$ cat config.mk
export PLATFORM = sky130hd
export DESIGN_NAME = prefetch_buffer
export DESIGN_NICKNAME = d
export VERILOG_FILES = /design/src/rtl/prefetch_buffer.sv
export SDC_FILE = /design/constraint.sdc
export NUM_CORES = 1
export LEC_CHECK = 0
export ABC_AREA = 1
export BUFFER_PORTS_ARGS = -buffer_cell sky130_fd_sc_hd__buf_4
export CAP_MARGIN = 20
export CORE_AREA = 2 2 134 201
export CTS_CLUSTER_DIAMETER = 40
export DETAILED_ROUTE_END_ITERATION = 10
export DIE_AREA = 0 0 136 203
export PLACE_DENSITY = 0.69
export SLEW_MARGIN = 20
export SYNTH_ARGS = -nofsm -noshare
export SYNTH_HDL_FRONTEND = slang
export SYNTH_SLANG_ARGS = --single-unit
$ cat constraint.sdc
create_clock -name clk -period 4.9 [get_ports clk]
set_input_delay 0.98 -clock clk [delete_from_list [all_inputs] [get_ports clk]]
set_output_delay 0.98 -clock clk [all_outputs]
set_load 0.02 [all_outputs]
$ cat src/rtl/prefetch_buffer.sv
// Instruction prefetch buffer: fetch-PC sequencer, 1-cycle-latency memory port and a PC-tagged FIFO to decode.
// Optional same-cycle bypass of a response into an empty buffer is enabled by defining PREFETCH_BYPASS_EN.
module prefetch_buffer #(
  parameter int unsigned DEPTH    = 4,
  parameter logic [31:0] RESET_PC = 32'h0
) (
  input  logic                     clk,
  input  logic                     reset,
  output logic [31:0]              imem_address,
  output logic                     imem_enable,
  input  logic [31:0]              imem_data,
  input  logic                     imem_wait,
  input  logic                     redirect_valid,
  input  logic [31:0]              redirect_pc,
  output logic                     out_valid,
  output logic [31:0]              out_instruction,
  output logic [31:0]              out_pc,
  input  logic                     out_ready,
  output logic [$clog2(DEPTH):0]   occupancy
);

  localparam int unsigned PW = $clog2(DEPTH);
  localparam int unsigned CW = PW + 1;

  logic [31:0]   fetch_pc;
  logic [31:0]   inflight_pc;
  logic          inflight;
  logic [PW-1:0] rd_ptr;
  logic [PW-1:0] wr_ptr;
  logic [CW-1:0] count;
  logic [31:0]   mem_instr [DEPTH];
  logic [31:0]   mem_pc    [DEPTH];

  logic empty;
  logic accept;
  logic bypass;
  logic push;
  logic pop;

  // Request gating, output selection and FIFO push/pop decisions.
  always_comb begin
    empty       = (count == '0);
    imem_enable = !reset && !redirect_valid &&
                  (({1'b0, count} + (CW+1)'(inflight)) < (CW+1)'(DEPTH));
    accept      = imem_enable && !imem_wait;
`ifdef PREFETCH_BYPASS_EN
    bypass      = empty && inflight;
`else
    bypass      = 1'b0;
`endif
    out_valid       = !reset && !redirect_valid && (!empty || bypass);
    out_instruction = 32'h0;
    out_pc          = 32'h0;
    if (!empty) begin
      out_instruction = mem_instr[rd_ptr];
      out_pc          = mem_pc[rd_ptr];
    end else if (bypass) begin
      out_instruction = imem_data;
      out_pc          = inflight_pc;
    end
    pop  = out_valid && out_ready && !empty;
    // A bypassed word that decode takes this cycle never enters the FIFO.
    push = inflight && !redirect_valid && !(bypass && out_ready);
  end

  assign imem_address = fetch_pc;
  assign occupancy    = count;

  // Control state; redirect overrides every same-cycle push, pop and request.
  always_ff @(posedge clk) begin
    if (reset) begin
      fetch_pc <= RESET_PC;
      inflight <= 1'b0;
      rd_ptr   <= '0;
      wr_ptr   <= '0;
      count    <= '0;
    end else if (redirect_valid) begin
      fetch_pc <= redirect_pc;
      inflight <= 1'b0;
      rd_ptr   <= '0;
      wr_ptr   <= '0;
      count    <= '0;
    end else begin
      if (accept) begin
        fetch_pc <= fetch_pc + 32'd4;
      end
      inflight <= accept;
      if (push) begin
        wr_ptr <= wr_ptr + PW'(1);
      end
      if (pop) begin
        rd_ptr <= rd_ptr + PW'(1);
      end
      count <= count + CW'(push) - CW'(pop);
    end
  end

  // Datapath storage: request tag and FIFO payload, no reset needed.
  always_ff @(posedge clk) begin
    if (accept) begin
      inflight_pc <= fetch_pc;
    end
    if (push && !reset) begin
      mem_instr[wr_ptr] <= imem_data;
      mem_pc[wr_ptr]    <= inflight_pc;
    end
  end

endmodule

==> results of run 1 <==
## worst reg2reg max path, cell delays in order, from the launching register on
cell,delay [ps]
dfxtp_1,380
nor3_2,160
buf_4,670
nor2_1,130
nand2_1,100
inv_1,90
ha_1,280
inv_1,60
ha_1,120
inv_1,40
fa_1,380
xnor2_1,190
nor2_1,50
## state kept, by name, summed over array words and instances, names as in the netlist, named ones only
register,count
imem_address,32
inflight,1
inflight_pc,32
mem_instr,128
mem_pc,128
occupancy,3
rd_ptr,2
wr_ptr,2
## routing by layer
| metal | routed length, um | GRT usage [%] | part of all wire [%] |
|---|---|---|---|
| met5 | 0 | 0 | 0 |
| met1 | 11500 | 24.9 | 40 |
| met3 | 1390 | 2.92 | 4.8 |
| met4 | 1080 | 8.78 | 3.8 |
| met2 | 14800 | 37.4 | 52 |
## metrics by stage
stage / setup slack, ps / total power, uW / hold WS [ps]
3_5_place_dp: 1150 / 3400 / 457
4_1_cts: 595 / 5530 / 468
2_1_floorplan: 396 / 3280 / 436
3_3_place_gp: 1290 / 3400 / 444
5_1_grt: 298 / 5660 / 503
6_report: 636 / 5490 / 462
## logic make-up after synthesis
kind of cell               Yosys count  share of synthesized area, %
adders and majority gates            9                         0.885
buffers and inverters              129                          3.98
AOI/OAI and AO/OA                  238                          8.96
and+or+nand+nor                    524                          15.5
xor gates and xnor gates            12                         0.774
DFF                                330                          69.9
## cells in the mapped netlist (8+ instances only)
library cell	instances	area, um2
a21oi_1	92	460
buf_1	11	41.3
buf_2	13	65.1
clkbuf_1	32	120
dfxtp_1	42	841
edfxtp_1	288	8650
ha_1	8	100
inv_1	62	233
nand2_1	141	529
nand3_1	61	305
nor2_1	310	1160
o21ai_0	133	666
## report_power, final
group	total (uW)	switching [uW]	internal, uW	leakage [uW]
clock network	2150	929	1220	0.000443
logic	219	124	94.2	0.00254
registers	3120	42.5	3080	0.00293
total	5490	1100	4390	0.00592
## layout make-up
| class | count | area (um2) | share of cell area, % |
|---|---|---|---|
| Sequential cell | 330 | 9490 | 59.2 |
| Tap cell | 333 | 417 | 2.60 |
| Clock inverter | 11 | 86.3 | 0.539 |
| Inverter | 67 | 255 | 1.59 |
| Timing Repair Buffer | 181 | 1370 | 8.56 |
| Multi-Input combinational cell | 783 | 3580 | 22.3 |
| Clock buffer | 44 | 825 | 5.14 |
## worst paths after layout
| path | start | to | slack, ps | cells past startpoint |
|---|---|---|---|---|
| max | flip-flop | out_instruction[22] | 640 | 5 |
| min | rd_ptr[1] | flip-flop | 460 | 2 |
| max reg2reg | occupancy[0] | occupancy[2] | 2130 | 12 |
| min reg2reg | rd_ptr[1] | flip-flop | 460 | 2 |
==> reports/metrics.yaml, run 1 <==
placement:
  dpl_cell_area_um2: 15100
  placed_cells_incl_taps: 1694
  place_congestion: 0.902
  portBuffers: 169
  hpwlAfterDp_um: 17700
setup_path:
  crit_path_start_kind: "flip-flop"
  slowest_stage: "clkinv_2"
  cp.arrival_ps: 3280
  cp.required_ps: 3920
  cp_slowest_stage_delay_ps: 880
  crit_path_max_fanout: 77
  crit_family: "buffers and inverters"
  path_class: "reg -> out"
  path_common_cell: "buf_4"
  worstPathCellList: "clkinv_2, buf_4, o21ai_0, a21oi_1, buf_4"
  path_buf_inv: 3
  end_kind: "primary output"
route:
  vias: 9216
  wl_um: 28700
  drcViolationCount: 0
  firstDrtPassIters: 5
  post_drt_wl_per_cell_um: 16.4
  drtIter0Drc: 484
  viasPerCell: 5.27
  ant_nets: 0
final_layout:
  final_layout_size_suffix_gt1_share_pct: 16.8
  area_growth_pct: 18.1
  fillers: 2091
  nets: 1471
  design_area_um2: 16000
  utilization_pct: 62.2
  final_cell_mix: "306 x nor2_1, 288 x edfxtp_1, 180 x buf_4"
  antenna_cells: 0
  mostFrequentLayoutCell: "nor2_1"
  finalNonFillerCells: 1749
sta:
  finalSetupTns_ps: 0
  finClkSkew_ps: 16.2
  hold_viol: 0
  setup_viol: 0
  max_freq_ghz: 0.234
  finalMaxSlewViolations: 0
  rsz0062_at_grt: "false"
  max-slew-margin-rel_pct: 36.2
  period_needed_ps: 4260
  fin_crit_sh_pct: 87.0
  worstMarginPinSlew_ps: 957
global_routing:
  grt_usage_pct: 20.9
  antenna_found_initial: 0
  grt_start_max_net_pins: 78
  overflow: 0
  grt_pass1_wl_um: 45300
  grt_pass1_vias: 8964
synth:
  synthCells: 1242
  syn_nets: 1320
  ys_types: 29
  synth-seq-cells: 330
  synth-edff-count: 288
  seq_area_frac_synth_pct: 69.9
  async_flop_share_pct: 0
  synth_area_um2: 13600
  yosys_warnings: 0
  ys.flop_type: "edfxtp_1"
  avgSynthCellArea_um2: 10.9
floorplan:
  fp.dieW_um: 136
  core_um2: 25800
  rows: 72
  ios: 170
  dieArea_um2: 27600
  die_h_um: 203
  initial_core_util_pct: 52.7
cts:
  h-tree-depth: 1
  ctsLongestPathBuffers: 3
  ctsResizeCount: 0
  path_clk_slew_ps: 60
  cts_setup_buffers: 0
  cts_buffers: 30
  holdBufCountCts: 0
  cts_tree: "yes"
  insertion_delay_ps: 550
  cts.sinks: 330
  cts_root_buf: "clkbuf_16"
run:
  maxCapViolations: 0
pwr:
  peakVddDrop_uv: 298
  p_per_area_nw_per_um2: 343
  p_leak_uw: 0.00592
min_path:
  hp-class: "reg -> reg"
run_status:
  status: "complete, no violations"
(Power assumes the default switching activity.)
==> inputs of run 2 (changes only) <==
--- a/config.mk
+++ b/config.mk
@@ -10,6 +10,7 @@
 export CAP_MARGIN = 20
 export CORE_AREA = 2 2 134 201
 export CTS_CLUSTER_DIAMETER = 40
+export CTS_CLUSTER_SIZE = 30
 export DETAILED_ROUTE_END_ITERATION = 10
 export DIE_AREA = 0 0 136 203
 export PLACE_DENSITY = 0.69
==> constraint.sdc (replaced) <==
create_clock -name clk -period 4.9 [get_ports clk]
set_input_delay 0.49 -clock clk [delete_from_list [all_inputs] [get_ports clk]]
set_output_delay 0.49 -clock clk [all_outputs]
set_load 0.02 [all_outputs]
==> reports/metrics.yaml, run 2 (synthesis gave the netlist of run 1 again) <==
setup_path:
  worstPathCellList: "clkinv_2, buf_4, o21ai_0, a21oi_1, buf_4"
  cp.required_ps: 4410  # +490 ps
  cp_slowest_stage_delay_ps: 600  # -280 ps
  path_common_cell: "buf_4"
  slowest_stage: "clkinv_2"
  crit_family: "buffers and inverters"
  path_class: "reg -> out"
  crit_path_start_kind: "flip-flop"
  cp.arrival_ps: 2970  # -310 ps
  crit_path_max_fanout: 76  # -1.3%
  path_buf_inv: 3  # unchanged
  end_kind: "primary output"
sta:
  rsz0062_at_grt: "false"
  period_needed_ps: 3460  # -804 ps
  max_freq_ghz: 0.289  # +23%
  hold_viol: 0  # unchanged
  finalSetupTns_ps: 0  # unchanged
  fin_crit_sh_pct: 70.6  # -16 points
  finalMaxSlewViolations: 0  # unchanged
  worstMarginPinSlew_ps: 1020  # +67.0 ps
  setup_viol: 0  # unchanged
  finClkSkew_ps: 11.2  # -5.05 ps
  max-slew-margin-rel_pct: 31.7  # -4.5 points
route:
  viasPerCell: 5.32  # +1.0%
  wl_um: 29400  # +2.3%
  drcViolationCount: 0  # unchanged
  drtIter0Drc: 557  # +15%
  post_drt_wl_per_cell_um: 16.8  # +2.4%
  firstDrtPassIters: 5  # unchanged
  vias: 9303  # +0.94%
  ant_nets: 0  # unchanged
global_routing:
  overflow: 0  # unchanged
  grt_use_met2_pct: 38.7  # +1.3 points
  top_usage_layer: "met2"
  grt_pass1_vias: 9032  # +0.76%
  grt_start_max_net_pins: 98  # +26%
  grt_usage_pct: 21.2  # +0.27 points
  grtUsageMet1_pct: 25.4  # +0.42 points
  antenna_found_initial: 0  # unchanged
  grt_pass1_wl_um: 45800  # +1.2%
  grtUsageMet3_pct: 2.75  # -0.17 points
final_layout:
  fillers: 2062  # -1.4%
  reg_top3: "mem_instr x128, mem_pc x128"
  mostFrequentLayoutCell: "nor2_1"
  antenna_cells: 0  # unchanged
  finalNonFillerCells: 1748  # -0.057%
  area_growth_pct: 18.5
  nets: 1471  # unchanged
  utilization_pct: 62.5  # +0.25 points
  final_layout_size_suffix_gt1_share_pct: 17.7  # +0.86 points
  design_area_um2: 16100  # +0.40%
  final_cell_mix: "306 x nor2_1, 288 x edfxtp_1, 182 x buf_4"
floorplan:
  initial_core_util_pct: 52.7  # unchanged
  rows: 72  # unchanged
  ios: 170  # unchanged
  fp.dieW_um: 136  # unchanged
  die_h_um: 203  # unchanged
  core_um2: 25800  # unchanged
  dieArea_um2: 27600  # unchanged
placement:
  hpwlAfterDp_um: 18000  # +2.1%
  dpl_cell_area_um2: 15100  # about the same
  place_congestion: 0.864  # -4.2%
  placed_cells_incl_taps: 1695  # +0.059%
  portBuffers: 169  # unchanged
cts:
  cts_tree: "yes"
  h-tree-depth: 1  # unchanged
  path_clk_slew_ps: 70  # about the same
  ctsResizeCount: 0  # unchanged
  cts.sinks: 330  # unchanged
  holdBufCountCts: 0  # unchanged
  ctsLongestPathBuffers: 3  # unchanged
  cts_buffers: 28  # -6.7%
  insertion_delay_ps: 540  # about the same
  cts_setup_buffers: 0  # unchanged
  cts_root_buf: "clkbuf_16"
pwr:
  p_leak_uw: 0.00596  # +0.57%
  p_per_area_nw_per_um2: 348  # +1.4%
  peakVddDrop_uv: 265  # -11%
  p_total_uw: 5590  # +1.8%
run:
  maxCapViolations: 0  # unchanged
min_path:
  hp-class: "in -> reg"
run_status:
  status: "complete, no violations"
-- run 2: area by class of cell --
type	instances	area [um2]	share of cell area, %
well taps	333	417	2.59
repair buffers	183	1390	8.66
clock buffers	32	737	4.58
flip-flops and latches	330	9490	59.0
multi-input cells	783	3580	22.2
clock inverters	20	215	1.34
inverters	67	255	1.59
-- run 2: power by group --
part | internal [uW] | switching [uW]
logic | 94.5 | 125
registers | 3080 | 45.1
clock network | 1190 | 1060
total | 4370 | 1230
-- run 2: path summary, 6_finish.rpt --
kind / startpoint / to / slack (ps) / cells past startpoint
worst max-delay path: flip-flop / out_pc[12] / 1440 / 5
worst min-delay path: imem_data[2] / mem_instr[2][2] / 150 / 1
worst max register to register: inflight / mem_pc[1][4] / 2580 / 3
worst min register to register: rd_ptr[1] / flip-flop / 480 / 2
-- run 2: metrics by stage --
step / setup WS (ps) / hold slack (ps)
2_1_floorplan: 886 / 436
3_3_place_gp: 2010 / 446
3_5_place_dp: 1970 / 470
4_1_cts: 1400 / 133
5_1_grt: 1190 / 130
6_report: 1440 / 149
-- run 2: routing by layer --
metal / share of wire [%] / up-vias
li1: - / 4555
met1: 39 / 4403
met2: 53 / 298
met3: 5.9 / 47
met4: 2.8 / 0
met5: 0 / -
==> inputs of run 3 (changes only) <==
--- a/config.mk
+++ b/config.mk
@@ -5,14 +5,14 @@
 export SDC_FILE = /design/constraint.sdc
 export NUM_CORES = 1
 export LEC_CHECK = 0
-export ABC_AREA = 1
+export ABC_AREA = 0
 export BUFFER_PORTS_ARGS = -buffer_cell sky130_fd_sc_hd__buf_4
 export CAP_MARGIN = 20
-export CORE_AREA = 2 2 134 201
+export CORE_AREA = 2 2 131 196
 export CTS_CLUSTER_DIAMETER = 40
 export CTS_CLUSTER_SIZE = 30
 export DETAILED_ROUTE_END_ITERATION = 10
-export DIE_AREA = 0 0 136 203
+export DIE_AREA = 0 0 133 198
 export PLACE_DENSITY = 0.69
 export SLEW_MARGIN = 20
 export SYNTH_ARGS = -nofsm -noshare
==> constraint.sdc (replaced) <==
create_clock -name clk -period 3.5 [get_ports clk]
set_input_delay 0.35 -clock clk [delete_from_list [all_inputs] [get_ports clk]]
set_output_delay 0.35 -clock clk [all_outputs]
set_load 0.02 [all_outputs]
==> reports/metrics.yaml, run 3 <==
synth:
  avgSynthCellArea_um2: 18.0  # +65%
  synth-edff-count: 288  # unchanged
  async_flop_share_pct: 0  # unchanged
  synth-seq-cells: 330  # unchanged
  seq_area_frac_synth_pct: 73.8  # +3.9 points
  synth_top_area_share_pct: 67.3  # +3.6 points
  ys.flop_type: "edfxtp_1"
  synth_area_um2: 12900  # -5.3%
  syn_nets: 793  # -40%
  synth_common_cells: "288 x edfxtp_1, 64 x mux4_2, 64 x nor2b_1, 42 x dfxtp_1, 30 x nand2_1"
  ys_types: 48  # +66%
  yosys_warnings: 0  # unchanged
  synthTopCellsByArea: "edfxtp_1 67%, mux4_2 11%, dfxtp_1 6.5%"
  yosysMostFrequentCell: "edfxtp_1"
  yosys.area.top_type: "edfxtp_1"
  synthCells: 715  # -42%
cts:
  ctsResizeCount: 0  # unchanged
  cts.sinks: 330  # unchanged
  ctsLongestPathBuffers: 3  # unchanged
  cts_buffers: 29  # +3.6%
  h-tree-depth: 1  # unchanged
  cts_root_buf: "clkbuf_16"
  cts_tree: "yes"
  path_clk_slew_ps: 90  # +20 ps
  cts_setup_buffers: 0  # unchanged
  holdBufCountCts: 32  # +32
  insertion_delay_ps: 580  # +40 ps
setup_path:
  end_kind: "primary output"
  cp.arrival_ps: 2560  # -410 ps
  path_common_cell: "buf_4"
  slowest_stage: "dfxtp_4"
  path_class: "reg -> out"
  worstPathCellList: "buf_4, mux4_2, nor2b_1, buf_4"
  crit_path_start_kind: "flip-flop"
  crit_path_max_fanout: 22  # -71%
  cp.required_ps: 3150  # -1260 ps
  cp_slowest_stage_delay_ps: 660  # +60 ps
global_routing:
  overflow: 0  # unchanged
  grt_pass1_vias: 7486  # -17%
  grt_start_max_net_pins: 66  # -33%
  grt_usage_pct: 20.2  # -0.94 points
  antenna_found_initial: 0  # unchanged
  grt_pass1_wl_um: 41200  # -10%
sta:
  setup_viol: 0  # unchanged
  period_needed_ps: 2910
  rsz0062_at_grt: "false"
  worstMarginPinSlew_ps: 970  # -54.3 ps
  fin_crit_sh_pct: 83.2
  finalSetupTns_ps: 0  # unchanged
  whs_ps: 20.7  # -128 ps
  hold_viol: 0  # unchanged
  finalMaxSlewViolations: 0  # unchanged
  finClkSkew_ps: 37.0  # +25.8 ps
  max-slew-margin-rel_pct: 35.3  # +3.6 points
  max_freq_ghz: 0.343
placement:
  placed_cells_incl_taps: 1189  # -30%
  portBuffers: 169  # unchanged
  place_congestion: 0.981  # +14%
  hpwlAfterDp_um: 16100  # -11%
final_layout:
  nets: 1002  # -32%
  final_cell_mix: "288 x edfxtp_1, 178 x buf_4, 64 x mux4_2, 64 x nor2b_1, 40 x dfxtp_1"
  utilization_pct: 64.5  # +2.1 points
  mostFrequentLayoutCell: "edfxtp_1"
  antenna_cells: 0  # unchanged
  reg_top3: "mem_instr x128, mem_pc x128"
  final_layout_size_suffix_gt1_share_pct: 32.9  # +15 points
  area_growth_pct: 24.4
  finalNonFillerCells: 1275  # -27%
floorplan:
  die_h_um: 198  # -2.5%
  dieArea_um2: 26300  # -4.6%
  fp.dieW_um: 133  # -2.2%
  initial_core_util_pct: 51.9  # -0.81 points
  core_um2: 24800  # -3.8%
  ios: 170  # unchanged
  rows: 71  # -1.4%
pwr:
  p_total_uw: 8130  # +45%
  p_per_area_nw_per_um2: 509  # +46%
  peakVddDrop_uv: 412  # +55%
  p_leak_uw: 0.00542  # -8.9%
route:
  drtIter0Drc: 409  # -27%
  viasPerCell: 5.64  # +5.9%
  ant_nets: 0  # unchanged
  vias: 7187  # -23%
  post_drt_wl_per_cell_um: 20.7  # +23%
  wl_um: 26400  # -10%
  drcViolationCount: 0  # unchanged
  firstDrtPassIters: 5  # unchanged
run:
  maxCapViolations: 0  # unchanged
min_path:
  hp-class: "in -> reg"
run_status:
  status: "complete, no violations"
==> run 3: changes by cell type after synthesis, moves of 10 or more <==
cell     before  now
nor2_1      310   28
o21ai_0     133    2
nand2_1     141   30
a21oi_1      92    9
mux4_2        0   64
nor2b_1       0   64
nand3_1      61   10
inv_1        62   12
or3_1         0   16
buf_1        11    0
a31oi_1       0   10
==> run 3: per-stage QoR <==
stage,worst slack [ps],area (um2)
2_1_floorplan,789,12900
3_3_place_gp,888,14600
3_5_place_dp,739,14600
4_1_cts,502,16000
5_1_grt,404,16000
6_report,588,16000
==> run 3: power by group <==
group          total, uW  switching, uW  internal [uW]
Sequential          4360           57.6           4300
Combinational        317            162            155
Clock               3450           1630           1830
Total               8130           1850           6280
==> run 3: area by class of cell <==
| type | instances | area (um2) |
|---|---|---|
| flip-flops and latches | 330 | 9500 |
| multi-input cells | 336 | 3200 |
| well taps | 328 | 410 |
| repair buffers | 215 | 1760 |
| clock inverters | 18 | 251 |
| fillers | 1725 | 8790 |
| clock buffers | 36 | 835 |
| inverters | 12 | 45.0 |
==> run 3: worst max-delay path: cells and delay by family (launching register included) <==
kind	cells	cell delay, ps
flip-flops	1	660
buffers and inverters	2	590
multiplexers	1	550
AND/OR/NAND/NOR	1	170
==> run 3: logic make-up (layout without fill, tap and decap cells) <==
family / Yosys count / after routing / synth area share, %
adders and majority gates: 9 / 9 / 0.934
xor gates and xnor gates: 14 / 14 / 0.954
DFF: 330 / 330 / 73.8
and+or+nand+nor: 186 / 186 / 7.92
AOI/OAI and AO/OA: 60 / 60 / 3.42
muxes: 67 / 67 / 11.4
buffers and inverters: 49 / 281 / 1.52
==> run 3: layer usage <==
metal	wire length, um	track usage (%)	up-vias
met3	1420	2.92	40
met1	10500	25.9	3625
met5	0	0	-
li1	-	-	3267
met2	13800	35.5	255
met4	694	6.97	0
==> run 3: worst paths after layout <==
check	from	endpoint	slack, ps	cells past startpoint
max	flip-flop	out_pc[26]	590	4
min	redirect_pc[1]	imem_address[1]	20	3
max reg2reg	occupancy[1]	imem_address[23]	910	7
min reg2reg	imem_address[0]	inflight_pc[0]	500	0
